[config.mk]
export PLATFORM = sky130hd
export DESIGN_NAME = erm16_core
export DESIGN_NICKNAME = d
export VERILOG_FILES = /design/src/rtl/erm16_core.sv
export SDC_FILE = /design/constraint.sdc
export NUM_CORES = 1
export LEC_CHECK = 0
export CELL_PAD_IN_SITES_DETAIL_PLACEMENT = 0
export CELL_PAD_IN_SITES_GLOBAL_PLACEMENT = 2
export CORE_MARGIN = 10
export CORE_UTILIZATION = 36
export CTS_BUF_LIST = sky130_fd_sc_hd__clkbuf_8
export DETAILED_ROUTE_END_ITERATION = 10
export GPL_ROUTABILITY_DRIVEN = 0
export GPL_TIMING_DRIVEN = 0
export HOLD_SLACK_MARGIN = 0.03
export PLACE_DENSITY = 0.73
export SLEW_MARGIN = 20
export SYNTH_ARGS = -nofsm -noshare
export SYNTH_HDL_FRONTEND = slang
export SYNTH_SLANG_ARGS = --single-unit
[constraint.sdc]
create_clock -name clk -period 4.26 [get_ports clk]
set_input_delay 0.852 -clock clk [delete_from_list [all_inputs] [get_ports clk]]
set_output_delay 0.852 -clock clk [all_outputs]
set_load 0.1 [all_outputs]
[src/rtl/erm16_core.sv]
// erm16_core: 16-bit multicycle CPU, 4 clocks/instruction; define ERM16_MUL_EN to enable op 16 MUL
module erm16_core #(
  parameter logic [15:0] RESET_PC = 16'h0000
) (
  input  logic        clk,
  input  logic        rst,
  input  logic [15:0] di,
  output logic [15:0] addr_bus,
  output logic [15:0] do_data,
  output logic        wrmem,
  output logic        ioe,
  output logic        intreq
);
  typedef enum logic [2:0] {FETCH, DECODE, EXEC, WB, HALT} state_t;
  state_t state;
  logic [15:0] pc, ir, a, b, res, npc, opnd, imm, port, pc1;
  logic [15:0] r [8];
  logic z, n, c, v, fc, fv, wr, fl, take, mem_op;
  logic [16:0] add_r, sub_r;
  logic [7:0] cond;
  logic [6:0] op;
  logic [2:0] rd;
  assign op = ir[15:9];
  assign rd = ir[8:6];
  assign imm = {{10{ir[5]}}, ir[5:0]};
  assign port = {10'd0, ir[5:0]};
  assign opnd = op == 7'h09 ? imm : b;
  assign add_r = {1'b0, a} + {1'b0, opnd};
  assign sub_r = {1'b0, a} - {1'b0, b};
  assign pc1 = pc + 16'd1;
  assign cond = {~n, v, n, ~c, c, ~z, z, 1'b1};
  assign take = cond[rd];
  assign mem_op = op == 7'h0A || op == 7'h0B || op == 7'h0E || op == 7'h0F;
  assign npc = (op == 7'h0C || op == 7'h13) ? a :
               op == 7'h14 ? r[7] :
               (op == 7'h0D && take) ? pc1 + imm : pc1;
  // Results are consumed at the WB edge; A/B/IR are stable from EXEC onward
  always_comb begin
    res = a;
    fc = c;
    fv = v;
    wr = 1'b0;
    fl = 1'b0;
    case (op)
      7'h01, 7'h09: begin res = add_r[15:0]; fc = add_r[16]; fv = (a[15] == opnd[15]) && (add_r[15] != a[15]); wr = 1'b1; fl = 1'b1; end
      7'h02, 7'h12: begin res = sub_r[15:0]; fc = sub_r[16]; fv = (a[15] != b[15]) && (sub_r[15] != a[15]); wr = op == 7'h02; fl = 1'b1; end
      7'h03: begin res = a & b; fc = 1'b0; fv = 1'b0; wr = 1'b1; fl = 1'b1; end
      7'h04: begin res = a | b; fc = 1'b0; fv = 1'b0; wr = 1'b1; fl = 1'b1; end
      7'h07: begin res = a ^ b; fc = 1'b0; fv = 1'b0; wr = 1'b1; fl = 1'b1; end
      7'h10: begin res = {a[14:0], 1'b0}; fc = a[15]; fv = 1'b0; wr = 1'b1; fl = 1'b1; end
      7'h11: begin res = {1'b0, a[15:1]}; fc = a[0]; fv = 1'b0; wr = 1'b1; fl = 1'b1; end
      7'h05: begin res = imm; wr = 1'b1; end
      7'h08: begin res = b; wr = 1'b1; end
      7'h0A, 7'h0E: begin res = di; wr = 1'b1; end
`ifdef ERM16_MUL_EN
      7'h16: begin res = a * b; fc = 1'b0; fv = 1'b0; wr = 1'b1; fl = 1'b1; end
`else
`endif
      default: ;
    endcase
  end
  always_ff @(posedge clk) begin
    if (rst) begin
      state <= FETCH;
      pc <= RESET_PC;
      ir <= '0;
      a <= '0;
      b <= '0;
      addr_bus <= '0;
      do_data <= '0;
      wrmem <= 1'b0;
      ioe <= 1'b0;
      intreq <= 1'b0;
      {z, n, c, v} <= '0;
      for (int i = 0; i < 8; i++) r[i] <= '0;
    end else begin
      case (state)
        FETCH: begin
          addr_bus <= pc;
          ioe <= 1'b0;
          state <= DECODE;
        end
        DECODE: begin
          ir <= di;
          a <= r[di[8:6]];
          b <= r[di[5:3]];
          state <= EXEC;
        end
        EXEC: begin
          if (mem_op) begin
            addr_bus <= op[2] ? port : b;
            ioe <= op[2];
            do_data <= a;
          end
          wrmem <= mem_op && op[0];
          intreq <= op == 7'h15;
          state <= WB;
        end
        WB: begin
          wrmem <= 1'b0;
          intreq <= 1'b0;
          if (wr) r[rd] <= res;
          if (op == 7'h13) r[7] <= pc1;
          if (fl) {z, n, c, v} <= {res == 16'd0, res[15], fc, fv};
          pc <= npc;
          state <= op == 7'h06 ? HALT : FETCH;
        end
        default: ;
      endcase
    end
  end
endmodule

Word-level counts from Yosys, hierarchy flattened
Memory sizes are Yosys's and may differ from the RTL's. A register that Yosys moved wholly into a read port is not among the register bits.
Cells that the tools add are included.
W data, S select, Z words.
{"block": "totals", "elab_cells": 116, "input_bits": 18, "ff_bits": 74, "ramBits": 128, "output_inout_bits": 35, "mem_count": 1}
{"block": "classes", "add_sub_neg": 4, "mux": 34, "n_eq_ne": 29, "n_lt_le_gt_ge": 1, "reduce_logical": 28, "bitwise_logic": 7}
{"memory": "r", "words": 8, "word_bits": 16, "read_ports": 3, "rd_clocked_by_memory_dff": 2, "wr": 8, "line": "17", "text": "logic [15:0] r [8];"}
{"op": "$pmux W16 S10", "n": 1}
{"op": "$mux W16", "n": 8}
{"op": "$eq A7 B4 Y1 const B", "n": 8}
{"op": "$eq A7 B5 Y1 const B", "n": 6}
{"op": "$pmux W16 S2", "n": 1}
{"op": "$eq A7 B3 Y1 const B", "n": 4}
{"op": "$add A16 B16 Y17", "n": 1}
{"op": "$sub A16 B16 Y17", "n": 1}
{"op": "$add A16 B1 Y16 const B", "n": 1}
{"op": "$add A16 B16 Y16", "n": 1}
{"op": "$and A16 B16 Y16", "n": 1}
{"op": "$logic_not A16 Y1", "n": 1}
{"op": "$or A16 B16 Y16", "n": 1}
{"op": "$reduce_or A16 Y1", "n": 1}
{"op": "$xor A16 B16 Y16", "n": 1}
{"op": "$eq A7 B2 Y1 const B", "n": 2}
{"op": "$mux W1", "n": 14}
{"op": "$pmux W3 S4", "n": 1}
{"op": "$reduce_or A11 Y1", "n": 1}
{"op": "$reduce_or A9 Y1", "n": 1}
{"op": "$pmux W1 S2", "n": 4}
{"op": "$eq A7 B1 Y1 const B", "n": 1}
{"op": "$eq A3 B2 Y1 const B", "n": 2}
{"op": "$mux W3", "n": 2}
{"op": "other kinds (22)", "n": 38}

Longest topological paths before layout
Gate-level depths: netlist of run 1.
{"block": "logic_depth", "word_depth": 9, "depth_mapped": 19, "ltp_nobuf": 15}

Worst setup path before layout of run 1
OpenSTA, ideal clock, no wires.
{"block": "synth_timing", "kind": "register to register", "from": "register ir[10]", "to": "register z", "arrival_time_ps": 4292, "stages_incl_launch_ff": 18, "path_slack_ps": -117, "period_less_slack_ps": 4377, "setup_ps": 85, "path_cell_list": "dfxtp_1 -> buf_2 -> buf_2 -> buf_1 -> nor2_1 -> nand3_1 -> mux2_2 -> ha_1 -> fa_1 -> a211o_1 -> a2111oi_0 -> nor4_1 -> nand2b_1 -> xor2_1 -> a211o_1 -> o22ai_2 -> nand4_1 -> o31ai_2"}
{"block": "synth_via", "elab_chain_cells": 5, "word_cells_on_any_way": 23}
{"element": "start: declaration", "line": "16", "text": "logic [15:0] pc, ir, a, b, res, npc, opnd, imm, port, pc1;"}
{"element": "start signal: assignment", "line": "84", "text": "ir <= di;"}
{"element": "$eq A7 B4 Y1", "line": "27, 44"}
{"element": "$mux W16", "line": "27", "text": "assign opnd = op == 7'h09 ? imm : b;"}
{"element": "$add A16 B16 Y17", "line": "28", "text": "assign add_r = {1'b0, a} + {1'b0, opnd};"}
{"element": "$pmux W16 S10", "line": "44", "text": "case (op)"}
{"element": "$logic_not A16 Y1", "line": "104", "text": "if (fl) {z, n, c, v} <= {res == 16'd0, res[15], fc, fv};"}
{"element": "end signal: assignment", "line": "104"}
{"element": "end: declaration", "line": "18", "text": "logic z, n, c, v, fc, fv, wr, fl, take, mem_op;"}
Parallel ways exist; a longest one is shown, timed or not.
A chain may end at the register's enable or synchronous reset.

Worst setup path in the final report of run 1
{"block": "layout_timing", "from": "register a[1], read port of r", "to": "register z"}
{"block": "layout_via", "elab_chain_cells": 3, "word_cells_on_any_way": 7}
{"element": "start: declaration", "line": "16"}
{"element": "$sub A16 B16 Y17 (tied with other cells)", "line": "29", "text": "assign sub_r = {1'b0, a} - {1'b0, b};"}
{"element": "$pmux W16 S10 *", "line": "44"}
{"element": "$logic_not A16 Y1 *", "line": "104"}
Every way passes the cells marked *; elsewhere a longest branch is shown, timed or not.

==> impl_metrics.env, run 1 <==
export IMPL_clk_path_buf_depth=3
export IMPL_syn_mean_instance_area_um2=9.60
export IMPL_dieArea_um2=52100
export IMPL_slew_viol_final=0
export IMPL_numCtsBuffers=44
export IMPL_synth_fa_ha_area_share_pct=7.04
export IMPL_synthMuxAreaShare_pct=12.6
export IMPL_yosysSeqAreaShare_pct=38.2
export IMPL_dp_slack_ns=-1.57
export IMPL_die_height_um=228
export IMPL_synth_cells=1626
export IMPL_fin_crit_ns=4.18
export IMPL_stdcell_area_um2=18200
export IMPL_synth_top_family_by_area="compound AO/OA/AOI/OAI gates"
export IMPL_synthSimpleGateAreaFrac_pct=16.5
export IMPL_wl_per_cell_um=27.9
export IMPL_synth_xor_area_share_pct=2.53
export IMPL_first_pass_iters=7
export IMPL_grt_max_degree=17
export IMPL_p_clk_share_pct=32.8
export IMPL_finalSetupViolations=0
export IMPL_leakagePower_nw=6.71
export IMPL_drive_gt1_share_pct=13.6
export IMPL_synth_compound_area_share_pct=18.3
export IMPL_wirelength_um=66000
export IMPL_ys_seq_elements=234
export IMPL_synthFlopType="edfxtp_1"
export IMPL_io_pins=53
export IMPL_syn_nets=1730
export IMPL_seq_power_share_pct=39.1
export IMPL_syn2layout_area_growth_pct=16.9
export IMPL_antenna_cells=0
export IMPL_num_rows=76
export IMPL_synthTopCellsByCount="nor2_1, nand2_1, edfxtp_1"
export IMPL_path_clk_slew_ns=0.07
export IMPL_cts_root_buffer="clkbuf_8"
export IMPL_portBuffers=46
export IMPL_cts_sinks=234
export IMPL_cp_required_ns=4.79
export IMPL_antenna_found_initial=0
export IMPL_viasPerCell=5.92
export IMPL_crit_type="flop to flop"
export IMPL_grt_pass1_vias=13831
export IMPL_synthMostInstantiatedCell="nor2_1"
export IMPL_nets=1845
export IMPL_grt_total_usage_pct=24.4
export IMPL_ir_drop_mv=0.212
export IMPL_synth_edf_count=128
export IMPL_die_w_um=228
export IMPL_syn_area_um2=15600
export IMPL_clk_latency_ns=0.64
export IMPL_htreeDepth=2
export IMPL_period_share_pct=98.2
export IMPL_end_kind="flop"
export IMPL_hold_violations=0
export IMPL_cts_tree="yes"
export IMPL_grt_pass1_wl_um=94600
export IMPL_worst_slack_ns=0.0768
export IMPL_place_area_um2=16800
export IMPL_cp_start_kind="flop"
export IMPL_yosysWarnings=0
export IMPL_min_path_type="flop to flop"
export IMPL_power_density_nw_per_um2=370
export IMPL_status="complete, no violations"
export IMPL_clock_fmax_mhz=239
export IMPL_yosysTopAreaCell="edfxtp_1"
export IMPL_slew_limit_headroom_pct=28.9
export IMPL_power_share_switching_pct=36.8
export IMPL_core_um2=43000
export IMPL_async_flop_share_pct=0
export IMPL_power_frac_comb_pct=28.1
export IMPL_crit_fanout=9
export IMPL_grt_ovfl_total=0
export IMPL_cts_hold_buffers=0
export IMPL_vias=13970
export IMPL_synth_cell_types=87
export IMPL_p_switching_w=0.00248
export IMPL_hpwlAfterDp_um=49100
export IMPL_synth_area_leaders="edfxtp_1, dfxtp_1, mux4_2"
export IMPL_synth_top_area_share_pct=24.6
export IMPL_rsz0062_at_grt="true"
export IMPL_dr_first_iter_drc_count=1205
export IMPL_intPower_w=0.00427
export IMPL_whs_ns=0.447
export IMPL_drv_cap=0
export IMPL_finClkSkew_ns=0.0448
export IMPL_start_util_pct=36.3
export IMPL_drc_errors=0
export IMPL_worst_pin_slew_ns=1.07
export IMPL_critPathArrivalTime_ns=4.72
export IMPL_ant_nets=0
-- routing by layer --
layer	vias up	track usage [%]	share of wire, %
li1	6274	-	-
met1	6940	31.9	42
met2	608	38.6	45
met3	148	3.76	7.1
met4	0	12.8	5.5
met5	-	0	0
-- cell type report --
| type | instances | area, um^2 |
|---|---|---|
| fill | 4370 | 24700 |
| inverter | 69 | 263 |
| timing repair buffer | 71 | 756 |
| clock inverter | 33 | 189 |
| sequential | 234 | 5970 |
| tap | 585 | 732 |
| multi-input combinational | 1205 | 9110 |
| clock buffer | 48 | 661 |
| buffer | 116 | 552 |
-- critical path, stage by stage (launching register included) --
cell,delay [ns]
dfxtp_2,0.49
clkbuf_2,0.33
inv_1,0.11
ha_1,0.32
o21ba_2,0.24
a2111oi_1,0.63
o21ai_1,0.30
nor2_1,0.23
mux2_2,0.36
a311oi_1,0.29
o311a_4,0.41
nand4_1,0.14
o31ai_2,0.23
-- metrics by stage --
step           std cells  util, %  power, W  TNS, ns
6_report            2361     42.4   0.00674        0
5_1_grt             2361     42.4   0.00697  -0.0827
4_1_cts             2356     42.2   0.00669        0
3_5_place_dp        2258     39.2   0.00436  -103.63
3_3_place_gp        2257     39.1   0.00434  -114.29
2_1_floorplan       1626        -   0.00370        0
-- what timing repair did --
item / 4_1_cts / 5_1_grt
setup endpoints to repair: 124 / 74
gates resized for setup: 54 / 11
buffers inserted: 19 / 5
pin swaps: 16 / 12
-- cells by family (layout without fill, tap and decap cells) --
group / Yosys count / after routing
and+or+nand+nor: 563 / 563
AOI/OAI and AO/OA: 396 / 396
DFF: 234 / 234
buffers and inverters: 187 / 337
muxes: 115 / 115
adders and majority gates: 86 / 86
xor gates and xnor gates: 45 / 45
-- state kept, by name (all words and copies together) (netlist names), 3 cells and up --
register and count:
r 128, a 16, addr_bus 16, b 16, do_data 16, ir 16
pc 16, state 3
-- worst paths after layout --
kind	start	to	slack (ns)	cells after the start
max	a[1]	z	0.08	12
min reg2reg	do_data[7]	do_data[7]	0.45	2
max reg2reg	a[1]	z	0.08	12
min	do_data[7]	do_data[7]	0.45	2
-- power by group through the flow --
stage	Combinational [W]	Clock (W)	Sequential, W
2_1_floorplan	0.00102	0	0.00268
3_3_place_gp	0.00166	0	0.00268
3_5_place_dp	0.00168	0	0.00268
4_1_cts	0.00182	0.00224	0.00263
5_1_grt	0.00200	0.00233	0.00265
6_report	0.00189	0.00221	0.00264
-- cells in the final DEF, fill, tap and decap left out, types with 12 or more instances in the layout --
| master | count |
|---|---|
| a211oi_1 | 62 |
| a21o_1 | 22 |
| a21oi_1 | 76 |
| a22oi_1 | 34 |
| buf_1 | 12 |
| buf_4 | 17 |
| clkbuf_1 | 77 |
| clkbuf_8 | 50 |
| clkdlybuf4s50_1 | 46 |
| clkinv_1 | 13 |
| dfxtp_1 | 103 |
| edfxtp_1 | 128 |
| ha_1 | 82 |
| inv_1 | 81 |
| mux2i_1 | 40 |
| mux4_2 | 64 |
| nand2_1 | 141 |
| nand2b_1 | 17 |
| nand3_1 | 25 |
| nor2_1 | 222 |
| nor2b_1 | 23 |
| nor3_1 | 54 |
| o211ai_1 | 23 |
| o21ai_0 | 41 |
| o22ai_1 | 30 |
| xnor2_1 | 30 |
| xor2_1 | 15 |
Note: power is estimated with default switching activity, not from simulation.
==> run 2: changes to the inputs <==
- CORE_UTILIZATION: 36 -> 37
- CTS_BUF_LIST: sky130_fd_sc_hd__clkbuf_8 -> unset
- PLACE_DENSITY: 0.73 -> 0.75
==> run 2 against run 1 <==
Total power rose by 2.4%. Critical path type unchanged. Core utilization increased by 1.1 points. Flip-flop and latch count unchanged. Critical path depth up 4.
==> impl_metrics.env, run 2 (same netlist as run 1, synthesis figures left out) <==
export IMPL_status="complete, no violations"
export IMPL_power_share_switching_pct=34.4
export IMPL_slew_limit_headroom_pct=28.9
export IMPL_wl_per_cell_um=28.2
export IMPL_stdcell_area_um2=18200
export IMPL_io_pins=53
export IMPL_antenna_cells=0
export IMPL_power_density_nw_per_um2=379
export IMPL_numCtsBuffers=28
export IMPL_num_rows=75
export IMPL_dp_slack_ns=-1.56
export IMPL_rsz0062_at_grt="true"
export IMPL_crit_fanout=10
export IMPL_start_util_pct=37.3
export IMPL_intPower_w=0.00453
export IMPL_clk_latency_ns=0.60
export IMPL_final_cell_mix="nor2_1, nand2_1, edfxtp_1"
export IMPL_grt_pass1_vias=13660
export IMPL_n_fill_cell=4116
export IMPL_holdPathStages=2
export IMPL_largest_reg_flops=128
export IMPL_final_common_cell="nor2_1"
export IMPL_grt_max_degree=17
export IMPL_period_share_pct=97.4
export IMPL_path_clk_slew_ns=0.06
export IMPL_vias=13875
export IMPL_syn2layout_area_growth_pct=16.8
export IMPL_finalSetupViolations=0
export IMPL_drive_gt1_share_pct=13.2
export IMPL_slew_viol_final=0
export IMPL_power_w=0.00691
export IMPL_ant_nets=0
export IMPL_grt_ovfl_total=0
export IMPL_clk_path_buf_depth=3
export IMPL_end_kind="flop"
export IMPL_cts_hold_buffers=0
export IMPL_die_w_um=225
export IMPL_min_path_type="flop to flop"
export IMPL_r2r_end="z"
export IMPL_hold_violations=0
export IMPL_p_switching_w=0.00238
export IMPL_hpwlAfterDp_um=48500
export IMPL_slowest_stage="a21oi_4"
export IMPL_cts_tree="yes"
export IMPL_nets=1837
export IMPL_cp_slowest_stage_delay_ns=0.53
export IMPL_cp_start_kind="flop"
export IMPL_crit_chain="buf_4, nor3_4, nand3_4, buf_12, buf_4, mux2_2, ha_1, a21oi_2, o211ai_1, a311o_1, nand2_1, mux2_2, o22ai_1, a21oi_4, nand4_1, o31ai_2"
export IMPL_largest_register="r"
export IMPL_p_clk_share_pct=35.1
export IMPL_seq_area_um2=5980
export IMPL_power_frac_comb_pct=26.7
export IMPL_ir_drop_mv=0.313
export IMPL_seq_power_share_pct=38.2
export IMPL_cts_sinks=234
export IMPL_dr_first_iter_drc_count=1271
export IMPL_antenna_found_initial=1
export IMPL_viasPerCell=6.05
export IMPL_wirelength_um=64600
export IMPL_cts_root_buffer="clkbuf_16"
export IMPL_crit_buf_inv=3
export IMPL_finalSetupTns_ns=0
export IMPL_first_pass_iters=5
export IMPL_dieArea_um2=50800
export IMPL_grt_total_usage_pct=25.1
export IMPL_holdPathEnd="do_data[5]"
export IMPL_htreeDepth=1
export IMPL_worst_slack_ns=0.112
export IMPL_cp_required_ns=4.74
export IMPL_clock_fmax_mhz=241
export IMPL_multi_input_area_um2=9110
export IMPL_drv_cap=0
export IMPL_portBuffers=46
export IMPL_critPathArrivalTime_ns=4.63
export IMPL_cp_top_family="compound AO/OA/AOI/OAI gates"
export IMPL_postLayoutCoreUtil_pct=43.6
export IMPL_drc_errors=0
export IMPL_finClkSkew_ns=0.0489
export IMPL_r2r_setup_slack_ns=0.11
export IMPL_ff2ff_path_depth=16
export IMPL_place_area_um2=16800
export IMPL_die_height_um=225
export IMPL_core_um2=41900
export IMPL_grt_pass1_wl_um=93700
export IMPL_min_from="do_data[5]"
export IMPL_crit_type="flop to flop"
export IMPL_leakagePower_nw=6.66
export IMPL_worst_pin_slew_ns=1.06
export IMPL_fin_crit_ns=4.15
export IMPL_r2r_start="ir[13]"
-- run 2: layout make-up --
type | instances | area share, %
Sequential cell | 234 | 32.8
Multi-Input combinational cell | 1205 | 50.0
Tap cell | 539 | 3.70
Timing Repair Buffer | 79 | 4.15
Inverter | 69 | 1.44
Buffer | 116 | 2.93
Clock inverter | 15 | 0.988
Clock buffer | 35 | 4.04
-- run 2: power groups by stage --
stage          Sequential (W)  Clock [W]  Combinational (W)
3_5_place_dp          0.00268          0            0.00167
4_1_cts               0.00263    0.00244            0.00178
5_1_grt               0.00265    0.00253            0.00195
2_1_floorplan         0.00268          0            0.00102
6_report              0.00264    0.00243            0.00184
3_3_place_gp          0.00268          0            0.00165
-- run 2: how the worst max path moves through the flow --
stage          slack [ns]    from        to  cells past startpoint
6_report             0.11  ir[13]         z                     16
5_1_grt              -0.1  ir[13]         z                     16
4_1_cts             0.002  ir[12]  r[5][14]                     15
3_5_place_dp        -1.56  ir[10]         z                     17
3_3_place_gp        -1.75  ir[10]         z                     16
2_1_floorplan        0.06  ir[10]         z                     17
-- run 2: worst register-to-register path: stages (launching register included) --
cell      delay [ns]
dfxtp_1         0.33
buf_4           0.18
nor3_4          0.24
nand3_4         0.15
buf_12          0.16
buf_4           0.14
mux2_2          0.32
ha_1            0.35
a21oi_2         0.17
o211ai_1        0.17
a311o_1         0.44
nand2_1         0.16
mux2_2          0.18
o22ai_1         0.10
a21oi_4         0.53
nand4_1         0.20
o31ai_2         0.23
-- run 2: timing repair --
item,in CTS,in global routing
buffers inserted,22,9
endpoints found under the setup margin,124,77
pin swaps,13,15
resized for setup,50,12
-- run 2: layer usage --
metal  share of wire [%]  vias to the layer above  wire length, um  global-route usage (%)
met5               0.011                        -                7                       0
met4                 5.8                        2             3740                    12.9
met3                 6.1                      140             3940                    2.90
met2                  44                      553            28600                    38.7
met1                  44                     6918            28300                    34.0
li1                    -                     6262                -                       -
-- run 2: metrics by stage --
stage          std cells  hold WS, ns
6_report            2292        0.449
4_1_cts             2282        0.454
3_3_place_gp        2211        0.440
3_5_place_dp        2212        0.448
5_1_grt             2292        0.479
2_1_floorplan       1626        0.425
==> run 3: changes to the inputs <==
- MAX_ROUTING_LAYER: unset -> met4
==> run 3 against run 2 <==
Maximum frequency down 0.67%. Total power is 0.12% higher. Flip-flop and latch count did not move. Cell area increased by 0.15%. Hold slack barely moved. First-iteration DRC count grew 3.7%.
==> impl_metrics.env, run 3 (same netlist as run 1, synthesis figures left out) <==
export IMPL_drv_cap=0
export IMPL_die_height_um=225
export IMPL_nets=1839
export IMPL_worst_pin_slew_ns=1.03
export IMPL_wirelength_um=64700
export IMPL_final_cell_mix="nor2_1, nand2_1, edfxtp_1"
export IMPL_clock_fmax_mhz=239
export IMPL_grt_pass1_vias=13620
export IMPL_n_fill_cell=4116
export IMPL_finalSetupTns_ns=0
export IMPL_crit_type="flop to flop"
export IMPL_first_pass_iters=6
export IMPL_power_w=0.00692
export IMPL_syn2layout_area_growth_pct=17.0
export IMPL_cp_start_kind="flop"
export IMPL_min_path_type="flop to flop"
export IMPL_dr_first_iter_drc_count=1318
export IMPL_seq_area_um2=5980
export IMPL_fin_crit_ns=4.18
export IMPL_cts_root_buffer="clkbuf_16"
export IMPL_die_w_um=225
export IMPL_rsz0062_at_grt="true"
export IMPL_grt_pass1_wl_um=93600
export IMPL_r2r_start="a[1]"
export IMPL_status="complete, no violations"
export IMPL_p_clk_share_pct=35.0
export IMPL_fin_cells=2295
export IMPL_r2r_setup_slack_ns=0.08
export IMPL_antenna_found_initial=1
export IMPL_clk_path_buf_depth=3
export IMPL_ir_drop_mv=0.314
export IMPL_intPower_w=0.00454
export IMPL_period_share_pct=98.0
export IMPL_ff2ff_path_depth=12
export IMPL_path_clk_slew_ns=0.06
export IMPL_finClkSkew_ns=0.0505
export IMPL_holdPathStages=2
export IMPL_dp_cells=2212
export IMPL_end_kind="flop"
export IMPL_final_common_cell="nor2_1"
export IMPL_clk_latency_ns=0.60
export IMPL_dieArea_um2=50800
export IMPL_drc_errors=0
export IMPL_viasPerCell=6.05
export IMPL_vias=13887
export IMPL_finalSetupViolations=0
export IMPL_r2r_end="z"
export IMPL_slew_limit_headroom_pct=31.0
export IMPL_ant_nets=0
export IMPL_multi_input_area_um2=9120
export IMPL_critPathArrivalTime_ns=4.65
export IMPL_start_util_pct=37.3
export IMPL_p_switching_w=0.00238
export IMPL_cp_required_ns=4.74
export IMPL_seq_power_share_pct=38.2
export IMPL_grt_ovfl_total=0
export IMPL_min_from="do_data[5]"
export IMPL_hold_violations=0
export IMPL_crit_fanout=9
export IMPL_io_pins=53
export IMPL_worst_slack_ns=0.0838
export IMPL_wl_per_cell_um=28.2
export IMPL_power_frac_comb_pct=26.8
export IMPL_cts_tree="yes"
export IMPL_grt_max_degree=17
export IMPL_num_rows=75
export IMPL_grt_total_usage_pct=25.8
export IMPL_portBuffers=46
export IMPL_largest_reg_flops=128
export IMPL_leakagePower_nw=6.68
export IMPL_core_um2=41900
export IMPL_power_density_nw_per_um2=379
export IMPL_holdPathEnd="do_data[5]"
export IMPL_power_share_switching_pct=34.4
export IMPL_hpwlAfterDp_um=48500
export IMPL_htreeDepth=1
export IMPL_largest_register="r"
export IMPL_dp_slack_ns=-1.56
export IMPL_cts_sinks=234
export IMPL_slew_viol_final=0
export IMPL_numCtsBuffers=28
export IMPL_drive_gt1_share_pct=13.2
-- run 3: changes by cell type in the layout (fill, tap and decap cells not counted) --
cell / change
buf_6: +2
buf_12: -1
diode_2: +1
nor2_1: +1
buf_4: +1
dfxtp_1: +1
buf_1: -1
clkbuf_2: +1
dfxtp_2: -1
nor4_2: -1
nor2_2: -1
a31oi_2: -1
a31oi_4: +1
nor4_4: +1
-- run 3: final cells by class --
cell class / count / area share [%]
diodes: 1 / 0.0137
plain buffers: 116 / 2.91
clock buffers: 35 / 4.04
clock inverters: 15 / 0.987
inverters: 69 / 1.44
multi-input cells: 1205 / 50.0
flip-flops and latches: 234 / 32.7
well taps: 539 / 3.69
repair buffers: 81 / 4.22
-- run 3: stage by stage --
step                      hold slack [ns]  instance area [um^2]  utilization, %
after global routing                0.479                 18300            43.6
after floorplan                     0.425                 15600               -
final                               0.449                 18300            43.6
after global placement              0.440                 16700            40.0
after CTS                           0.454                 18100            43.2
after detailed placement            0.448                 16800            40.1
-- run 3: worst max-delay path, cell delays in order, from the launching register on --
cell,delay (ns)
dfxtp_1,0.61
clkbuf_2,0.38
inv_1,0.12
ha_1,0.33
o21ba_2,0.25
a2111oi_2,0.46
o21ai_1,0.24
nor2_1,0.20
mux2_2,0.36
a311oi_1,0.29
o311a_4,0.41
nand4_1,0.15
o31ai_2,0.23
-- run 3: what timing repair did --
item	CTS	global route
resized for setup	50	14
buffers inserted	22	11
hold buffers	0	0
endpoints found under the setup margin	124	78
pin swaps	13	16
-- run 3: worst max-delay path by stage --
stage                 from       end  slack (ns)  cells after the start
finish                a[1]         z        0.08                     12
global route        ir[13]         z       -0.12                     16
CTS                 ir[12]  r[5][14]       0.002                     15
detailed placement  ir[10]         z       -1.56                     17
global placement    ir[10]         z       -1.75                     16
floorplan           ir[10]         z        0.06                     17
-- run 3: per-layer routing --
| metal | up-vias | GRT usage (%) | share of wire (%) | wire length (um) |
|---|---|---|---|---|
| li1 | 6259 | - | - | - |
| met1 | 6919 | 34.1 | 43 | 28000 |
| met2 | 574 | 38.8 | 45 | 28800 |
| met3 | 135 | 2.88 | 6.7 | 4300 |
| met4 | 0 | 12.5 | 5.5 | 3540 |
| met5 | - | - | 0 | 0 |
-- run 3: power groups by stage --
| stage | sequential, W | combinational [W] | clock [W] |
|---|---|---|---|
| 2_1_floorplan | 0.00268 | 0.00102 | 0 |
| 3_3_place_gp | 0.00268 | 0.00165 | 0 |
| 3_5_place_dp | 0.00268 | 0.00167 | 0 |
| 4_1_cts | 0.00263 | 0.00178 | 0.00244 |
| 5_1_grt | 0.00265 | 0.00196 | 0.00253 |
| 6_report | 0.00264 | 0.00185 | 0.00242 |
